[config.mk]
export PLATFORM = sky130hd
export DESIGN_NAME = snake_head_stepper_flat
export DESIGN_NICKNAME = d
export VERILOG_FILES = /design/src/rtl/ee354_project_pkg.sv /design/src/rtl/snake_head_stepper_if.sv /design/src/rtl/snake_tick_gen.sv /design/src/rtl/snake_head_stepper.sv /design/src/flat_wrapper.sv
export SDC_FILE = /design/constraint.sdc
export NUM_CORES = 1
export LEC_CHECK = 0
export BUFFER_PORTS_ARGS = -buffer_cell sky130_fd_sc_hd__clkbuf_2
export CAP_MARGIN = 0
export CORE_ASPECT_RATIO = 1.5
export CORE_MARGIN = 4
export CORE_UTILIZATION = 44
export DETAILED_ROUTE_END_ITERATION = 8
export RECOVER_POWER = 25
export SYNTH_ARGS = -nofsm -noshare
export SYNTH_HDL_FRONTEND = slang
export SYNTH_SLANG_ARGS = --single-unit
[constraint.sdc]
create_clock -name board_clk -period 4.26 [get_ports board_clk]
set_input_delay 0.852 -clock board_clk [delete_from_list [all_inputs] [get_ports board_clk]]
set_output_delay 0.852 -clock board_clk [all_outputs]
set_load 0.05 [all_outputs]
[src/rtl/ee354_project_pkg.sv]
// Shared constants and types for the snake game blocks: direction codes,
// grid limits, start position and the head-stepper state encoding.
package ee354_project_pkg;

  localparam logic [1:0] DIR_UP    = 2'b00;
  localparam logic [1:0] DIR_DOWN  = 2'b01;
  localparam logic [1:0] DIR_LEFT  = 2'b10;
  localparam logic [1:0] DIR_RIGHT = 2'b11;

  localparam int unsigned GRID_MAX = 14;
  localparam int unsigned START_X  = 7;
  localparam int unsigned START_Y  = 7;

  typedef enum logic [1:0] {
    StIdle,
    StMoving,
    StHit
  } state_e;

  // Same-axis requests are either a reversal or a no-op, so both are dropped.
  function automatic logic dir_rejected(logic [1:0] req, logic [1:0] cur);
    return (req[1] == cur[1]) && ((req[0] != cur[0]) || (req == cur));
  endfunction

endpackage

[src/rtl/snake_head_stepper_if.sv]
// Control and status bundle between the game FSM and the snake head stepper.
interface snake_head_stepper_if;

  logic       Run;
  logic       Restart;
  logic       SCEN_dir;
  logic [1:0] In_Dirn;
  logic [3:0] Head_X;
  logic [3:0] Head_Y;
  logic [1:0] Cur_Dirn;
  logic       Step;
  logic       Wall_Hit;

  modport master (
    output Run, Restart, SCEN_dir, In_Dirn,
    input  Head_X, Head_Y, Cur_Dirn, Step, Wall_Hit
  );

  modport slave (
    input  Run, Restart, SCEN_dir, In_Dirn,
    output Head_X, Head_Y, Cur_Dirn, Step, Wall_Hit
  );

endinterface

[src/rtl/snake_tick_gen.sv]
// Step-rate divider: counts 0..TICK_DIV-1 while enabled and flags the last count.
module snake_tick_gen #(
  parameter int unsigned TICK_DIV = 25000000
) (
  input  logic board_clk,
  input  logic Reset,
  input  logic en,
  input  logic clear,
  output logic tick
);

  localparam int unsigned CntW = (TICK_DIV > 1) ? $clog2(TICK_DIV) : 1;
  localparam logic [CntW-1:0] CntMax = CntW'(TICK_DIV - 1);

  logic [CntW-1:0] cnt_q, cnt_d;

  assign tick = en && !clear && (cnt_q == CntMax);

  always_comb begin
    cnt_d = cnt_q;
    if (clear || !en) begin
      cnt_d = '0;
    end else if (tick) begin
      cnt_d = '0;
    end else begin
      cnt_d = cnt_q + 1'b1;
    end
  end

  always_ff @(posedge board_clk or posedge Reset) begin
    if (Reset) begin
      cnt_q <= '0;
    end else begin
      cnt_q <= cnt_d;
    end
  end

endmodule

[src/rtl/snake_head_stepper.sv]
// Moves the snake head one cell per tick in the committed direction, buffering
// one pending turn and stopping with a sticky flag when the head meets a wall.
module snake_head_stepper #(
  parameter int unsigned TICK_DIV = 25000000,
  parameter int unsigned GRID_MAX = ee354_project_pkg::GRID_MAX,
  parameter int unsigned START_X  = ee354_project_pkg::START_X,
  parameter int unsigned START_Y  = ee354_project_pkg::START_Y
) (
  input logic                 board_clk,
  input logic                 Reset,
  snake_head_stepper_if.slave sh
);

  import ee354_project_pkg::*;

  localparam logic [3:0] GridMaxC = 4'(GRID_MAX);
  localparam logic [3:0] StartXC  = 4'(START_X);
  localparam logic [3:0] StartYC  = 4'(START_Y);

  state_e     state_q, state_d;
  logic [3:0] head_x_q, head_x_d, head_y_q, head_y_d;
  logic [1:0] cur_dirn_q, cur_dirn_d, pend_dirn_q, pend_dirn_d;
  logic       pend_valid_q, pend_valid_d;
  logic       step_q, step_d;
  logic       wall_hit_q, wall_hit_d;

  logic       tick;
  logic [1:0] move_dirn;
  logic [3:0] next_x, next_y;
  logic       hit;

  snake_tick_gen #(
    .TICK_DIV (TICK_DIV)
  ) u_tick_gen (
    .board_clk (board_clk),
    .Reset     (Reset),
    .en        (state_q == StMoving),
    .clear     (sh.Restart || !sh.Run),
    .tick      (tick)
  );

  // The step uses the direction as it will be after the pending turn commits.
  assign move_dirn = pend_valid_q ? pend_dirn_q : cur_dirn_q;

  always_comb begin
    next_x = head_x_q;
    next_y = head_y_q;
    hit    = 1'b0;
    unique case (move_dirn)
      DIR_UP:    if (head_y_q == 4'd0)      hit = 1'b1; else next_y = head_y_q - 4'd1;
      DIR_DOWN:  if (head_y_q >= GridMaxC)  hit = 1'b1; else next_y = head_y_q + 4'd1;
      DIR_LEFT:  if (head_x_q == 4'd0)      hit = 1'b1; else next_x = head_x_q - 4'd1;
      DIR_RIGHT: if (head_x_q >= GridMaxC)  hit = 1'b1; else next_x = head_x_q + 4'd1;
      default:   hit = 1'b0;
    endcase
  end

  always_comb begin
    state_d      = state_q;
    head_x_d     = head_x_q;
    head_y_d     = head_y_q;
    cur_dirn_d   = cur_dirn_q;
    pend_dirn_d  = pend_dirn_q;
    pend_valid_d = pend_valid_q;
    wall_hit_d   = wall_hit_q;
    step_d       = 1'b0;

    if (sh.Restart) begin
      state_d      = StIdle;
      head_x_d     = StartXC;
      head_y_d     = StartYC;
      cur_dirn_d   = DIR_RIGHT;
      pend_valid_d = 1'b0;
      wall_hit_d   = 1'b0;
    end else begin
      unique case (state_q)
        StIdle: begin
          if (sh.Run) state_d = StMoving;
        end
        StMoving: begin
          if (tick) begin
            if (pend_valid_q) begin
              cur_dirn_d   = pend_dirn_q;
              pend_valid_d = 1'b0;
            end
            if (hit) begin
              wall_hit_d = 1'b1;
              state_d    = StHit;
            end else begin
              head_x_d = next_x;
              head_y_d = next_y;
              step_d   = 1'b1;
            end
          end
          // Written after the tick handling so a same-cycle press waits a step.
          if (sh.SCEN_dir && !dir_rejected(sh.In_Dirn, cur_dirn_q)) begin
            pend_dirn_d  = sh.In_Dirn;
            pend_valid_d = 1'b1;
          end
          if (!(tick && hit) && !sh.Run) state_d = StIdle;
        end
        StHit: begin
          state_d = StHit;
        end
        default: state_d = StIdle;
      endcase
    end
  end

  always_ff @(posedge board_clk or posedge Reset) begin
    if (Reset) begin
      state_q      <= StIdle;
      head_x_q     <= StartXC;
      head_y_q     <= StartYC;
      cur_dirn_q   <= DIR_RIGHT;
      pend_dirn_q  <= DIR_RIGHT;
      pend_valid_q <= 1'b0;
      step_q       <= 1'b0;
      wall_hit_q   <= 1'b0;
    end else begin
      state_q      <= state_d;
      head_x_q     <= head_x_d;
      head_y_q     <= head_y_d;
      cur_dirn_q   <= cur_dirn_d;
      pend_dirn_q  <= pend_dirn_d;
      pend_valid_q <= pend_valid_d;
      step_q       <= step_d;
      wall_hit_q   <= wall_hit_d;
    end
  end

  assign sh.Head_X   = head_x_q;
  assign sh.Head_Y   = head_y_q;
  assign sh.Cur_Dirn = cur_dirn_q;
  assign sh.Step     = step_q;
  assign sh.Wall_Hit = wall_hit_q;

endmodule

[src/flat_wrapper.sv]
// flat-port wrapper written by rule: the top's interface ports become plain ports
module snake_head_stepper_flat import ee354_project_pkg::*;
#(
  parameter int unsigned TICK_DIV = 25000000,
  parameter int unsigned GRID_MAX = ee354_project_pkg::GRID_MAX,
  parameter int unsigned START_X  = ee354_project_pkg::START_X,
  parameter int unsigned START_Y  = ee354_project_pkg::START_Y
)
  (board_clk, Reset, sh_Run, sh_Restart, sh_SCEN_dir, sh_In_Dirn, sh_Head_X, sh_Head_Y, sh_Cur_Dirn, sh_Step, sh_Wall_Hit);
  snake_head_stepper_if sh_i ();
  input logic board_clk;
  input logic Reset;
  input wire logic [$bits(sh_i.Run)-1:0] sh_Run;
  input wire logic [$bits(sh_i.Restart)-1:0] sh_Restart;
  input wire logic [$bits(sh_i.SCEN_dir)-1:0] sh_SCEN_dir;
  input wire logic [$bits(sh_i.In_Dirn)-1:0] sh_In_Dirn;
  output wire logic [$bits(sh_i.Head_X)-1:0] sh_Head_X;
  output wire logic [$bits(sh_i.Head_Y)-1:0] sh_Head_Y;
  output wire logic [$bits(sh_i.Cur_Dirn)-1:0] sh_Cur_Dirn;
  output wire logic [$bits(sh_i.Step)-1:0] sh_Step;
  output wire logic [$bits(sh_i.Wall_Hit)-1:0] sh_Wall_Hit;
  assign sh_i.Run = sh_Run;
  assign sh_i.Restart = sh_Restart;
  assign sh_i.SCEN_dir = sh_SCEN_dir;
  assign sh_i.In_Dirn = sh_In_Dirn;
  assign sh_Head_X = sh_i.Head_X;
  assign sh_Head_Y = sh_i.Head_Y;
  assign sh_Cur_Dirn = sh_i.Cur_Dirn;
  assign sh_Step = sh_i.Step;
  assign sh_Wall_Hit = sh_i.Wall_Hit;
  snake_head_stepper #(.TICK_DIV(TICK_DIV), .GRID_MAX(GRID_MAX), .START_X(START_X), .START_Y(START_Y)) u_core (.board_clk(board_clk), .Reset(Reset), .sh(sh_i));
endmodule
After elaboration in Yosys (flattened, before gate mapping)

Index checks and enable logic that the tools add are counted.

Eq/ne operators: 17
Bitwise gates (word level): 1
Reductions and logical operators: 31
Order comparisons: 2
Mux-type cells: 43
$add $sub $neg: 5

Operators by type and width:

| kind                  | number |
|---|---|
| $mux 25               | 2 |
| $mux 4                | 12 |
| $add 25x1->25 const B | 1 |
| $eq 25x25->1 const B  | 1 |
| $mux 2                | 9 |
| $mux 1                | 16 |
| $pmux 4 s2            | 2 |
| $ne 3x3->1 const B    | 5 |
| $reduce_and 6->1      | 2 |
| $reduce_and 3->1      | 3 |
| $reduce_bool 3->1     | 3 |
| $add 4x1->4 const B   | 2 |
| $ge 4x4->1 const B    | 2 |
| $logic_not 4->1       | 2 |
| $ne 4x2->1 const B    | 2 |
| $sub 4x1->4 const B   | 2 |
| $eq 2x2->1 const B    | 3 |
| $logic_and 1x1->1     | 6 |
| $pmux 2 s3            | 1 |
| $reduce_bool 2->1     | 3 |
| $logic_not 1->1       | 5 |
| $eq 2x1->1 const B    | 2 |
| $logic_not 2->1       | 2 |
| $pmux 1 s4            | 1 |
| 7 further kinds       | 10 |

Input port bits: 7
Word-level logic and storage cells: 108
Output and inout port bits: 12
Register bits after elaboration: 42

Logic depth before layout (Yosys ltp)

Depth after elaboration: 11
Mapped depth: 10

Hierarchy

A second synthesis with hierarchy kept.

Cells, all modules: 233
Area total of the unflattened synthesis: 2366.0 um^2

By module, submodules not included:

| module             | area each (um^2) | cells an instance | times used |
|---|---|---|---|
| snake_tick_gen     | 1320.0           | 138               | 1 |
| snake_head_stepper | 1046.0           | 95                | 1 |

Least setup slack after synthesis

Ideal clock, no wire load.

Path kind: reg-to-reg
Start point: register u_core.cur_dirn_q[1] (netlist: u_core.sh.Cur_Dirn[1])
End point: register u_core.head_x_q[3] (netlist: u_core.sh.Head_X[3])
Setup slack: 1.851 ns
Cell stages (with the launch flop): 10
Data required time: 4.182 ns
Arrival time: 2.332 ns
Library setup time: 0.078 ns
Period minus slack after synthesis: 2.409 ns
Cell sequence: dfstp_2 > nand2_1 > o21ai_0 > inv_1 > ha_1 > a21o_1 > a21oi_1 > xnor2_1 > or4_1 > a21oi_1

Longest elaborated chain between the ends: 7
Elaborated cells between the ends (all ways): 16
Classes of those cells: 6 x eq/ne; 7 x mux; 3 x reduce/logical

RTL lines:

| element                | RTL line                  | source |
|---|---|---|
| start, declared        | snake_head_stepper.sv:22  | `logic [1:0] cur_dirn_q, cur_dirn_d, pend_dirn_q, pend_dirn_d;` |
| start signal, assigned | snake_head_stepper.sv:124 | `cur_dirn_q <= cur_dirn_d;` |
| $mux 2 *               | --                        |  |
| $eq 2x2->1             | snake_head_stepper.sv:49  | `unique case (move_dirn)` |
| $pmux 4 s2             | snake_head_stepper.sv:49  |  |
| $mux 4                 | snake_head_stepper.sv:86  | `if (hit) begin` |
| $mux 4                 | snake_head_stepper.sv:81  | `if (tick) begin` |
| $mux 4                 | snake_head_stepper.sv:76  | `unique case (state_q)` |
| $mux 4                 | snake_head_stepper.sv:68  | `if (sh.Restart) begin` |
| end signal, assigned   | snake_head_stepper.sv:113 | `head_x_q <= StartXC;` |
| end, declared          | snake_head_stepper.sv:21  | `logic [3:0] head_x_q, head_x_d, head_y_q, head_y_d;` |

Every way passes the cells marked *; elsewhere a longest branch is shown, timed or not. The select of a mux whose other input is x is not followed.
A chain may end at the register's enable or synchronous reset.

==> out/metrics.cfg <==
[cts]
post_cts_buffers = 0
cts_buffer_depth = 2
clkTransAtPathRegs_ns = 0.07
ctsRootBufferMaster = clkbuf_8
cts_buffers = 5
cts_num_sinks = 42
postCtsResizedCells = 0
postCtsHoldBufs = 0
cts_htree_levels = 2
cts_tree = built
insertion_delay_ns = 0.29

[critical_path]
worstPathRequired_ns = 4.21
path_buf_inv = 3
slowest_stage = clkbuf_1
crit_path_end_kind = async pin
r2r_end = u_core.sh.Head_X[3]
worstPathCellList = clkbuf_2 > inv_1 > clkbuf_1
critical-path-max-stage-delay_ns = 1.55
start_kind = primary input
worstPathArrival_ns = 2.54
rrSetupSlack_ns = 1.75
critPathKind = primary input to async pin
cp_max_fo = 42
timing.rr.start = u_core.sh.Cur_Dirn[1]
crit_family = buffers and inverters
crit_start = Reset
r2r_cells = 9

[floorplan]
io-pin-count = 19
die_y_microns = 97.6
die_width_microns = 67.8
die_area_sq_um = 6620
start_util_pct = 45.6
rows = 32
core_sq_um = 5160

[yosys]
synth_flop_cell = dfrtp_1
yosysSeqAreaShare_pct = 45.1
synth-edff-count = 0
synthTopCellsByArea = dfrtp_1, dfstp_2, xnor2_1
synth_most_common_cell = nor2_1
synth.top_cells.by_count = nor2_1, dfrtp_1, xnor2_1
synth_cell_types = 43
synthesis.nets = 254
syn_avg_cell_area_sq_um = 9.82
yosys.area.top_type = dfrtp_1
yosysWarningCount = 0
synth_top_area_share_pct = 34.0
synthArstFlopShare_pct = 100
netlist_area_sq_um = 2360
synth_seq_cells = 42
syn_inst = 240

[timing]
period_share_pct = 60.7
setup-violations-final = 0
drv_slew = 43
slew_headroom_pct = -45.8
hold_viol = 0
fin_tns_setup_ns = 0
max_freq_mhz = 387
period_minus_slack_ns = 2.59
finalClockSkew_ns = 0.0103
worst_slew_pin_slew_ns = 2.19
rsz0062_at_grt = no

[route]
wl_per_cell_microns = 13.8
ant_nets = 0
vias = 1752
drc = 0
viasPerCell = 5.33
first_pass_iters = 4
routed_wirelength_microns = 4550
drt_iter0_drc = 65

[global_routing]
gr-usage-all-layers_pct = 15.9
grt_pass1_wl_microns = 8180
grt_pass1_vias = 1814
gr-total-overflow = 0
grt_max_degree = 43
grt_antenna_before_repair = 0

[worst_hold_path]
holdPathEnd = u_core.u_tick_gen.cnt_q[0]
hold_depth = 1
min_from = u_core.u_tick_gen.cnt_q[0]
hp-class = flip-flop to flip-flop

[pwr]
leakage_nw = 1.02
ir_drop_uv = 186
power_density_nw_per_um2 = 270

[run]
cap_violations = 1

[cells_and_area]
layout.nets = 274
syn2layout_area_growth_pct = 10.4
drive_above_1_share_pct = 17.2
diodes = 0
final_util_pct = 50.4

[place]
gp_congestion = 0.731
port_buffers = 18
place_hpwl_microns = 3250

[outcome]
status = finished, violations left
failed_checks = capacitance limit, slew limit

## per-layer routing
layer  routed length (microns)  global-route usage (%)  share of wire, %
met5                         0                       0                 0
met2                      2350                    26.9                52
met1                      1990                    18.7                44
met4                        76                    6.41               1.7
met3                       130                    3.82               2.9
## stage by stage
step | setup slack, ns | total power, mW | area, sq um | instances | hold slack [ns]
6_report | 1.67 | 0.702 | 2600 | 329 | 0.515
5_1_grt | 1.13 | 0.736 | 2600 | 329 | 0.543
4_1_cts | 1.71 | 0.717 | 2610 | 329 | 0.516
3_5_place_dp | 1.75 | 0.450 | 2510 | 321 | 0.495
3_3_place_gp | 1.75 | 0.450 | 2510 | 321 | 0.489
2_1_floorplan | 1.85 | 0.439 | 2360 | 240 | 0.461
## layout make-up
type | count | area, sq um
clock inverter | 1 | 5.00
clock buffer | 7 | 86.3
timing repair buffer | 19 | 93.8
multi-input combinational | 181 | 1230
tap | 68 | 85.1
inverter | 11 | 41.3
sequential | 42 | 1060
fill | 482 | 2560
## cells in the final DEF (no fill, tap or decap), drive strengths merged, types with 3 or more instances in the layout
cell type / instances
nor2: 34
dfrtp: 32
clkbuf: 26
xnor2: 22
nand2: 17
nand3: 14
inv: 11
mux2i: 10
nor3: 10
dfstp: 10
nor4: 9
a21oi: 8
and3: 6
o21ai: 6
xor2: 5
nand2b: 5
ha: 5
nand4: 4
or3: 3
and4: 3
## worst max-delay path by stage
stage / to / cells past startpoint
after floorplan: u_core.sh.Head_X[3] / 9
after global placement: u_core.sh.Head_X[3] / 6
after detailed placement: u_core.sh.Head_X[3] / 9
after CTS: u_core.sh.Head_X[3] / 9
after global routing: u_core.u_tick_gen.cnt_q[4] / 3
final: u_core.u_tick_gen.cnt_q[4] / 3
## worst reg2reg max path, delay by kind of cell, from the launching register on
family / cells / cell delay (ns)
AO/OA/AOI/OAI: 4 / 0.80
XOR/XNOR: 1 / 0.11
adder cells (fa/ha/maj): 1 / 0.30
buffers and inverters: 1 / 0.15
flip-flops: 1 / 0.60
AND/OR/NAND/NOR: 2 / 0.47
## cell families after synthesis
logic type               synth area share, %
AND/OR/NAND/NOR                         27.0
flip-flops                              45.1
multiplexers                            5.20
AO/OA/AOI/OAI                           5.47
XOR/XNOR                                10.0
buffers and inverters                   2.87
adder cells (fa/ha/maj)                 4.35
## registers in the layout, indices dropped and copies added, names as in the netlist
register	count
u_core.pend_valid_q	1
u_core.sh.Head_Y	4
u_core.sh.Head_X	4
u_core.sh.Cur_Dirn	2
u_core.state_q	2
u_core.sh.Wall_Hit	1
u_core.u_tick_gen.cnt_q	25
u_core.sh.Step	1
u_core.pend_dirn_q	2
## where the power goes
group          internal [mW]  total [mW]  switching (mW)  leakage (nW)
sequential             0.405       0.409         0.00471         0.551
combinational         0.0115      0.0320          0.0205         0.416
clock                  0.131       0.261           0.130        0.0482
(Power assumes the default switching activity.)
